### config.mk
export PLATFORM = sky130hd
export DESIGN_NAME = seq_detector_param_flat
export DESIGN_NICKNAME = d
export VERILOG_FILES = /design/src/rtl/seq_detector_param_pkg.sv /design/src/rtl/seq_detector_param_if.sv /design/src/rtl/seq_detector_param_sat_counter.sv /design/src/rtl/seq_detector_param.sv /design/src/flat_wrapper.sv
export SDC_FILE = /design/constraint.sdc
export NUM_CORES = 1
export LEC_CHECK = 0
export ABC_AREA = 0
export CAP_MARGIN = 0
export CORE_ASPECT_RATIO = 2
export CORE_MARGIN = 3
export CORE_UTILIZATION = 30
export DETAILED_ROUTE_END_ITERATION = 16
export PLACE_DENSITY_LB_ADDON = 0.25
export RECOVER_POWER = 50
export SYNTH_ARGS = -nofsm -noshare
export SYNTH_HDL_FRONTEND = slang
export SYNTH_SLANG_ARGS = --single-unit
### constraint.sdc
create_clock -name clk -period 2.85 [get_ports clk]
set_input_delay 0.57 -clock clk [delete_from_list [all_inputs] [get_ports clk]]
set_output_delay 0.57 -clock clk [all_outputs]
set_load 0.01 [all_outputs]
### src/rtl/seq_detector_param_pkg.sv
// Shared types and constants for the parametrised serial pattern detector.
package seq_det_pkg;

  localparam int LEN_MAX = 16;
  localparam int FILL_W  = $clog2(LEN_MAX + 1);

  localparam logic FOUND    = 1'b1;
  localparam logic NOTFOUND = 1'b0;

  // Coarse view of the fill counter: how many genuine samples are in the history.
  typedef enum logic [1:0] {
    ST_EMPTY   = 2'd0,
    ST_FILLING = 2'd1,
    ST_ARMED   = 2'd2
  } fill_state_e;

  // Map a fill count onto EMPTY / FILLING / ARMED for a pattern of length len.
  function automatic fill_state_e fill_state(input logic [FILL_W-1:0] fill,
                                             input int unsigned len);
    if (fill == '0)
      return ST_EMPTY;
    else if (32'(fill) >= len)
      return ST_ARMED;
    else
      return ST_FILLING;
  endfunction

endpackage

### src/rtl/seq_detector_param_if.sv
// Signal bundle between a serial bit source and the pattern detector.
// Handshake: en is a one-sided valid qualifier for x; the detector has no
// ready and consumes x on every posedge where en=1 (load has priority and
// then x is dropped). found/match_cnt are registered results, valid every cycle.
interface seq_detector_param_if #(
  parameter int LEN   = 4,
  parameter int CNT_W = 8
);
  import seq_det_pkg::*;

  logic              x;
  logic              en;
  logic              overlap;
  logic              load;
  logic [LEN-1:0]    pattern_in;
  logic              found;
  logic [CNT_W-1:0]  match_cnt;
  fill_state_e       state_dbg;

  modport master (
    output x, en, overlap, load, pattern_in,
    input  found, match_cnt, state_dbg
  );

  modport slave (
    input  x, en, overlap, load, pattern_in,
    output found, match_cnt, state_dbg
  );

endinterface

### src/rtl/seq_detector_param_sat_counter.sv
// Saturating up-counter with synchronous clear; holds at all-ones.
module sat_counter #(
  parameter int W = 8
) (
  input  logic         clk,
  input  logic         clr,
  input  logic         inc,
  output logic [W-1:0] q
);

  // Clear wins; otherwise count up until every bit is set, then hold.
  always_ff @(posedge clk) begin
    if (clr)
      q <= '0;
    else if (inc && (q != '1))
      q <= q + W'(1);
  end

endmodule

### src/rtl/seq_detector_param.sv
// Serial pattern detector: programmable LEN-bit pattern, overlap select,
// sample enable, registered one-cycle found flag and saturating match count.
module seq_detector_param
  import seq_det_pkg::*;
#(
  parameter int             LEN     = 4,
  parameter int             CNT_W   = 8,
  parameter logic [LEN-1:0] PAT_RST = 4'b1001
) (
  input  logic                 clk,
  input  logic                 reset,
  seq_detector_param_if.slave  bus
);

  localparam logic [FILL_W-1:0] LEN_F = FILL_W'(LEN);
  localparam logic [FILL_W-1:0] LEN_M1 = FILL_W'(LEN - 1);

  logic [LEN-1:0]    pat_q, pat_d;
  logic [LEN-1:0]    hist, hist_d;
  logic [LEN-1:0]    nxt;
  logic [FILL_W-1:0] fill, fill_d;
  logic              found_q, found_d;
  logic              match;

  // State registers; reset overrides everything including load and en.
  always_ff @(posedge clk) begin
    if (!reset) begin
      pat_q   <= PAT_RST;
      hist    <= '0;
      fill    <= '0;
      found_q <= NOTFOUND;
    end else begin
      pat_q   <= pat_d;
      hist    <= hist_d;
      fill    <= fill_d;
      found_q <= found_d;
    end
  end

  // Next-state: load > en sample > idle. fill gates matching so stale history
  // bits (e.g. zeros after reset) can never complete a pattern.
  always_comb begin
    pat_d   = pat_q;
    hist_d  = hist;
    fill_d  = fill;
    found_d = NOTFOUND;
    match   = 1'b0;
    nxt     = {hist[LEN-2:0], bus.x};
    if (bus.load) begin
      pat_d  = bus.pattern_in;
      hist_d = '0;
      fill_d = '0;
    end else if (bus.en) begin
      hist_d = nxt;
      fill_d = (fill >= LEN_F) ? LEN_F : fill + FILL_W'(1);
      match  = (nxt == pat_q) && (fill >= LEN_M1);
      if (match) begin
        found_d = FOUND;
        if (!bus.overlap)
          fill_d = '0;
      end
    end
  end

  sat_counter #(.W(CNT_W)) u_cnt (
    .clk (clk),
    .clr (!reset),
    .inc (match),
    .q   (bus.match_cnt)
  );

  assign bus.found     = found_q;
  assign bus.state_dbg = fill_state(fill, LEN);

endmodule

### src/flat_wrapper.sv
// flat-port wrapper written by rule: the top's interface ports become plain ports
module seq_detector_param_flat import seq_det_pkg::*;
#(
  parameter int             LEN     = 4,
  parameter int             CNT_W   = 8,
  parameter logic [LEN-1:0] PAT_RST = 4'b1001
)
  (clk, reset, bus_x, bus_en, bus_overlap, bus_load, bus_pattern_in, bus_found, bus_match_cnt, bus_state_dbg);
  seq_detector_param_if #(.LEN(LEN), .CNT_W(CNT_W)) bus_i ();
  input  logic clk;
  input  logic reset;
  input wire logic [$bits(bus_i.x)-1:0] bus_x;
  input wire logic [$bits(bus_i.en)-1:0] bus_en;
  input wire logic [$bits(bus_i.overlap)-1:0] bus_overlap;
  input wire logic [$bits(bus_i.load)-1:0] bus_load;
  input wire logic [$bits(bus_i.pattern_in)-1:0] bus_pattern_in;
  output wire logic [$bits(bus_i.found)-1:0] bus_found;
  output wire logic [$bits(bus_i.match_cnt)-1:0] bus_match_cnt;
  output wire logic [$bits(bus_i.state_dbg)-1:0] bus_state_dbg;
  assign bus_i.x = bus_x;
  assign bus_i.en = bus_en;
  assign bus_i.overlap = bus_overlap;
  assign bus_i.load = bus_load;
  assign bus_i.pattern_in = bus_pattern_in;
  assign bus_found = bus_i.found;
  assign bus_match_cnt = bus_i.match_cnt;
  assign bus_state_dbg = bus_i.state_dbg;
  seq_detector_param #(.LEN(LEN), .CNT_W(CNT_W), .PAT_RST(PAT_RST)) u_core (.clk(clk), .reset(reset), .bus(bus_i));
endmodule
Word-level counts from Yosys, hierarchy flattened
Cells that the tools add are included.
{"block": "totals", "elab_cells": 27, "out_inout_bits": 11, "reg_bits": 21}
{"block": "classes", "bitwise_logic": 2, "add_sub_neg": 2, "order_cmp": 3, "eq_ne": 2, "n_reduce_logical": 5, "n_mux": 8}
{"operator": "2-to-1 mux 5 bit", "count": 3}
{"operator": "greater-or-equal comparator 5 x 3 -> 1 bit, second input constant", "count": 2}
{"operator": "adder 8 x 1 -> 8 bit, second input constant", "count": 1}
{"operator": "!= test 8 bit, second input constant", "count": 1}
{"operator": "adder 5 x 1 -> 5 bit, second input constant", "count": 1}
{"operator": "greater-or-equal comparator 5 x 2 -> 1 bit, second input constant", "count": 1}
{"operator": "zero test 5 bit", "count": 1}
{"operator": "== test 4 bit", "count": 1}
{"operator": "2-to-1 mux 2 bit", "count": 2}
{"operator": "2-to-1 mux 1 bit", "count": 3}
{"operator": "OR reduction 3 bit", "count": 1}
{"operator": "logical AND 1 bit", "count": 2}
{"operator": "inverter 1 bit", "count": 2}
{"operator": "OR reduction 2 bit", "count": 1}

Logic depth before layout (Yosys ltp)
{"block": "depth", "word_depth": 5, "ltp_mapped": 6}

Modules after synthesis
From an unflattened synthesis, not the netlist that was laid out.
{"block": "hier_totals", "cells_unflattened": 107, "hier_area_um2": 999.7}
{"mod": "seq_detector_param", "n_inst": 1, "area_each_um2": 569.3, "cells_per_inst": 61}
{"mod": "sat_counter", "n_inst": 1, "area_each_um2": 430.4, "cells_per_inst": 46}

Worst setup path before layout
OpenSTA, ideal clock, no wires.
{"block": "synth_timing", "path_type": "input -> register", "startpoint": "input bus_load", "endpoint": "register u_core.u_cnt.q[4]", "setup_ps": 70, "path_stages": 6, "required_ps": 2780, "slack_ps": 1001, "t_arrival_ps": 1779, "cell_sequence": "buf_2 nand2b_1 a21oi_1 nand3_2 or3_1 a21oi_1"}
{"block": "synth_between", "elab_chain_len": 2}
{"element": "from (decl)", "line": "flat_wrapper.sv:15", "text": "input wire logic [$bits(bus_i.load)-1:0] bus_load;"}
{"element": "2-to-1 mux 1 bit", "line": "seq_detector_param.sv:49", "text": "if (bus.load) begin"}
{"element": "logical AND 1 bit", "line": "seq_detector_param_sat_counter.sv:15", "text": "else if (inc && (q != '1))"}
{"element": "to (signal assigned)", "line": "seq_detector_param_sat_counter.sv:16", "text": "q <= q + W'(1);"}
{"element": "to (decl)", "line": "seq_detector_param_sat_counter.sv:8", "text": "output logic [W-1:0] q"}
No other way between the ends.
A chain may end at the register's enable or synchronous reset.

Worst setup path in the final report
{"block": "layout_timing", "startpoint": "register u_core.fill[2]", "endpoint": "output bus_state_dbg[0]"}
{"block": "layout_between", "elab_chain_len": 3}
{"element": "from (decl)", "line": "seq_detector_param.sv:21", "text": "logic [FILL_W-1:0] fill, fill_d;"}
{"element": "from (signal assigned)", "line": "seq_detector_param.sv:35", "text": "fill <= fill_d;"}
{"element": "greater-or-equal comparator 5 x 3 -> 1 bit", "line": "seq_detector_param_pkg.sv:22", "text": "else if (32'(fill) >= len)"}
{"element": "2-to-1 mux 2 bit", "line": "seq_detector_param_pkg.sv:22"}
{"element": "2-to-1 mux 2 bit *", "line": "seq_detector_param_pkg.sv:20", "text": "if (fill == '0)"}
{"element": "to (decl)", "line": "flat_wrapper.sv:19", "text": "output wire logic [$bits(bus_i.state_dbg)-1:0] bus_state_dbg;"}
Every way passes the cells marked *; elsewhere a longest branch is shown, timed or not.

==> results.md <==
Outcome:
- The run finished with clean final reports.

Clock network:
- In this run the deepest clock path goes through 2 buffers.
- CTS built an H-tree with a depth of 1.
- Clock tree synthesis found a total of 21 sinks.
- The clock network latency to the later pin of the worst-skew pair is between 0.2 and 0.3 ns.
- TritonCTS created 3 clock buffers.
- The number of hold buffers added after CTS is 0.
- The root buffer cell is clkbuf_8.
- Gates resized during post-CTS repair numbered 0.
- TritonCTS built the clock tree.
- After clock tree synthesis, the clock-pin slew on the worst setup and hold paths is 0.07 ns.
- Buffers added to address setup during post-CTS repair amount to 0.

Synth:
- The arithmetic-cell share of the synthesized area counting full adders, half adders and majority gates is approximately 3.8%.
- The XOR/XNOR share of the synthesized area is under 10%.
- The sequential share of the synthesized area is 42.8%.
- The fraction of the mapped netlist area in simple logic gates is 24.7%.
- The number of different library cells in the post-synthesis netlist is 30.
- By area, the combinational part of the netlist is dominated by simple AND/OR/NAND/NOR gates.
- The synthesized netlist devotes 8.03% of its cell area to compound gates.
- The synthesized cell area is between 900 and 1000 µm².
- In this run the mean area of a mapped cell was approximately 9.3 µm².
- The mux contribution to synthesized area is under 10%.
- The warning count from the yosys run is 0.
- Counting every net in the synthesized netlist gives between 100 and 150.
- The number of instances in the synthesized netlist is between 100 and 150.
- After synthesis the netlist holds a flip-flop and latch count of 21.

Die:
- The number of primary I/O pins is 21.
- After floorplanning, the core was divided into 28 placement rows.
- The initial utilization of the core area, before any placement, comes to between 30% and 40%.
- The placeable core region is between 3000 and 4000 µm².
- From bottom edge to top edge, the die measures 86.9 µm.
- The floorplan step defined a die boundary enclosing 4040 µm².
- The die is roughly 46 µm wide.

Final layout:
- Fill cells in the final layout number roughly 320.
- Summing all flip-flop and latch instances after layout gives approximately 420 µm².
- The most common library cell in the layout ignoring fill and taps is dfxtp_1.
- The number of antenna diodes in the final layout is 0.
- In the final layout, the multi-input gates occupy 519 µm².
- Relative to the synthesized area, the layout overhead comes to 29.2%.
- In the layout the commonest cells are 21 x dfxtp_1, 13 x clkdlybuf4s50_1, 10 x nor2_1, 9 x mux2i_1, 8 x inv_1.
- The final layout contains between 100 and 150 nets.
- In the final layout, the share of cells above drive strength 1 is 7.69%.

Worst hold path:
- The end point of the worst hold path is u_core.fill[4]$_SDFFE_PP0P_.
- The worst min-delay path class is flop to flop.
- The startpoint identified for the worst hold timing path is u_core.fill[4]$_SDFFE_PP0P_.
- The cell count of the worst hold path is 1.

Route:
- Using the TritonRoute via totals, the vias-per-cell ratio works out to ~5.
- The overall routed net length is ~1900 µm.
- The average wire per cell in the routed design is ~12 µm.
- After the first detailed-routing iteration, the DRC count stood at 21.
- The count of nets left with antenna violations once routing finished came out at 0.
- The detailed-router iteration count before antenna repair is 4.
- The total vias in the final route is approximately 800.
- In the routed design, unresolved DRC markers number 0.

GRT:
- The largest net degree at the start of global routing is 13.
- For this run, global-route usage on met1 was measured as around 12%.
- The via count of the first global-routing pass is about 760.
- The final global-route overflow total is 0.
- The met2 track utilization from global routing is 18.7%.
- The first-pass GRT wire length is roughly 3300 µm.
- For this run, global-route usage on met3 was measured as roughly 1.9%.
- The global routing stage identified its most utilized layer as met2.
- The overall track demand over capacity in global routing is 10.8%.
- The number of antenna violations at the first check in global routing is 0.

Setup path:
- In this run the critical register-to-register path is captured at u_core.u_cnt.q[4]$_SDFFE_PN0P_.
- The kind of launch point of the worst setup path is a flop.
- The critical-path maximum fanout is 5.
- The origin of the critical flop-to-flop path is u_core.fill[0]$_SDFFE_PP0P_.
- In this run the register-to-register setup slack is 1.01 ns.
- At the worst endpoint, the arrival time is around 1.7 ns.
- The path type of the worst setup path is flop to output pin.
- STA classifies the critical path endpoint as an output pin.
- For the worst setup path, the data required time is 2.28 ns.
- The worst reg2reg path depth is 6.

STA:
- The count of pins over their slew limit is 0.
- For the pin with the worst max-slew slack, the measured transition is between 0.4 and 0.5 ns.
- The worst path uses approximately four fifths of the clock period.
- Between clock sinks in the finished design, the worst skew comes to about 0.0067 ns.
- Setup repair after global routing left no endpoint under its margin.
- In the post-route analysis, the smallest setup slack over all paths is between 0.5 and 0.6 ns.
- Timing would allow up to between 400 and 500 MHz.
- The final hold violation count is 0.
- After routing, the total negative slack on setup checks comes to 0 ns.
- The normalized max-slew margin is 70.5%.
- The final critical delay including setup and external delays is about 2.3 ns.
- The final setup violation count is 0.

Power:
- The cell leakage power is approximately 0.52 nW.
- In this run the power density over the cells is approximately 430 nW/µm².
- The worst supply voltage drop on vdd is 0.390 mV.

Place:
- The count of buffers added on input and output ports is 20.
- At the placement stage, the worst setup path has a slack of just over 0.4 ns.
- The HPWL after detailed placement is 1580 µm.
- The weighted congestion at the end of routability-driven global placement is between 0.7 and 0.8.

Job:
- Across the run, the number of max-cap violations was 0.
-- critical path: stages (launching register included) --
cell and delay, ns:
dfxtp_1 0.32, nor3_1 0.34, inv_1 0.16, nor2_1 0.11
clkdlybuf4s50_1 0.54
-- how the worst max path moves through the flow --
stage | depth (start not counted) | to | start
floorplan | 6 | u_core.u_cnt.q[4]$_SDFFE_PN0P_ | bus_load
global placement | 6 | u_core.u_cnt.q[4]$_SDFFE_PN0P_ | bus_x
detailed placement | 6 | u_core.u_cnt.q[4]$_SDFFE_PN0P_ | bus_x
CTS | 4 | bus_state_dbg[0] | u_core.fill[2]$_SDFFE_PP0P_
global route | 4 | bus_state_dbg[0] | u_core.fill[2]$_SDFFE_PP0P_
finish | 4 | bus_state_dbg[0] | u_core.fill[2]$_SDFFE_PP0P_
-- per-layer routing --
| metal | up-vias | routed length [µm] |
|---|---|---|
| met3 | 2 | 71 |
| met1 | 367 | 815 |
| met5 | - | 0 |
| met4 | 0 | 26 |
| met2 | 14 | 1030 |
| li1 | 419 | - |
-- report_power, final --
| part | internal [mW] | leakage (nW) | switching, mW |
|---|---|---|---|
| combinational | 0.0249 | 0.326 | 0.0225 |
| clock | 0.0972 | 0.0255 | 0.0971 |
| sequential | 0.298 | 0.170 | 0.00412 |
-- cell usage after synthesis --
| master | count | share of area (%) |
|---|---|---|
| dfxtp_1 | 21 | 43 |
| nor2_1 | 10 | 3.8 |
| mux2i_1 | 9 | 9.2 |
| inv_1 | 8 | 3.1 |
| xor2_1 | 7 | 6.2 |
| a21oi_1 | 6 | 3.1 |
| nand2_1 | 6 | 2.3 |
| nand4_1 | 4 | 2.5 |
| ha_1 | 3 | 3.8 |
| nand2b_1 | 3 | 1.9 |
| nand3_1 | 3 | 1.5 |
| o21ai_0 | 3 | 1.5 |
| or3_1 | 3 | 1.9 |
| clkbuf_1 | 2 | 0.76 |
| nor3_1 | 2 | 1.0 |
| nor3b_1 | 2 | 1.5 |
| a211oi_1 | 1 | 0.76 |
| a311oi_1 | 1 | 0.89 |
| and2_1 | 1 | 0.64 |
| and2_2 | 1 | 0.76 |
| and3_1 | 1 | 0.64 |
| and3_2 | 1 | 0.76 |
| and4_1 | 1 | 0.89 |
| buf_2 | 1 | 0.51 |
| nand3_2 | 1 | 1.0 |
| nand4_2 | 1 | 1.3 |
| nor4_4 | 1 | 2.2 |
| o221ai_1 | 1 | 0.89 |
| o32ai_1 | 1 | 0.89 |
| xnor2_1 | 1 | 0.89 |
-- cell type report --
class / count / area share [%]
Clock inverter: 1 / 0.394
Multi-Input combinational cell: 74 / 40.9
Inverter: 8 / 2.37
Sequential cell: 21 / 33.1
Tap cell: 30 / 2.96
Timing Repair Buffer: 23 / 17.0
Clock buffer: 3 / 3.25
-- sequential cells by signal, summed over array words and instances (netlist names) --
register          flops
u_core.fill           5
u_core.pat_q          4
u_core.bus.found      1
u_core.hist           3
u_core.u_cnt.q        8
-- cells by family (layout without fill, tap and decap cells) --
group           count (synthesis)  count (layout)
flops                          21              21
xor+xnor                        8               8
simple gates                   41              41
mux                             9               9
fa+ha+maj                       3               3
compound gates                 13              13
buf+inv                        11              35
-- metrics by stage --
| stage | power, mW | instances | hold WS [ns] | instance area, µm² | util (%) |
|---|---|---|---|---|---|
| floorplan | 0.335 | 106 | 0.447 | 982 | - |
| global placement | 0.358 | 156 | 0.457 | 1230 | 40.4 |
| detailed placement | 0.359 | 156 | 0.466 | 1230 | 40.4 |
| CTS | 0.551 | 160 | 0.477 | 1280 | 41.9 |
| global route | 0.567 | 160 | 0.498 | 1270 | 41.6 |
| finish | 0.544 | 160 | 0.476 | 1270 | 41.6 |
Power figures use the tool's default switching activity.
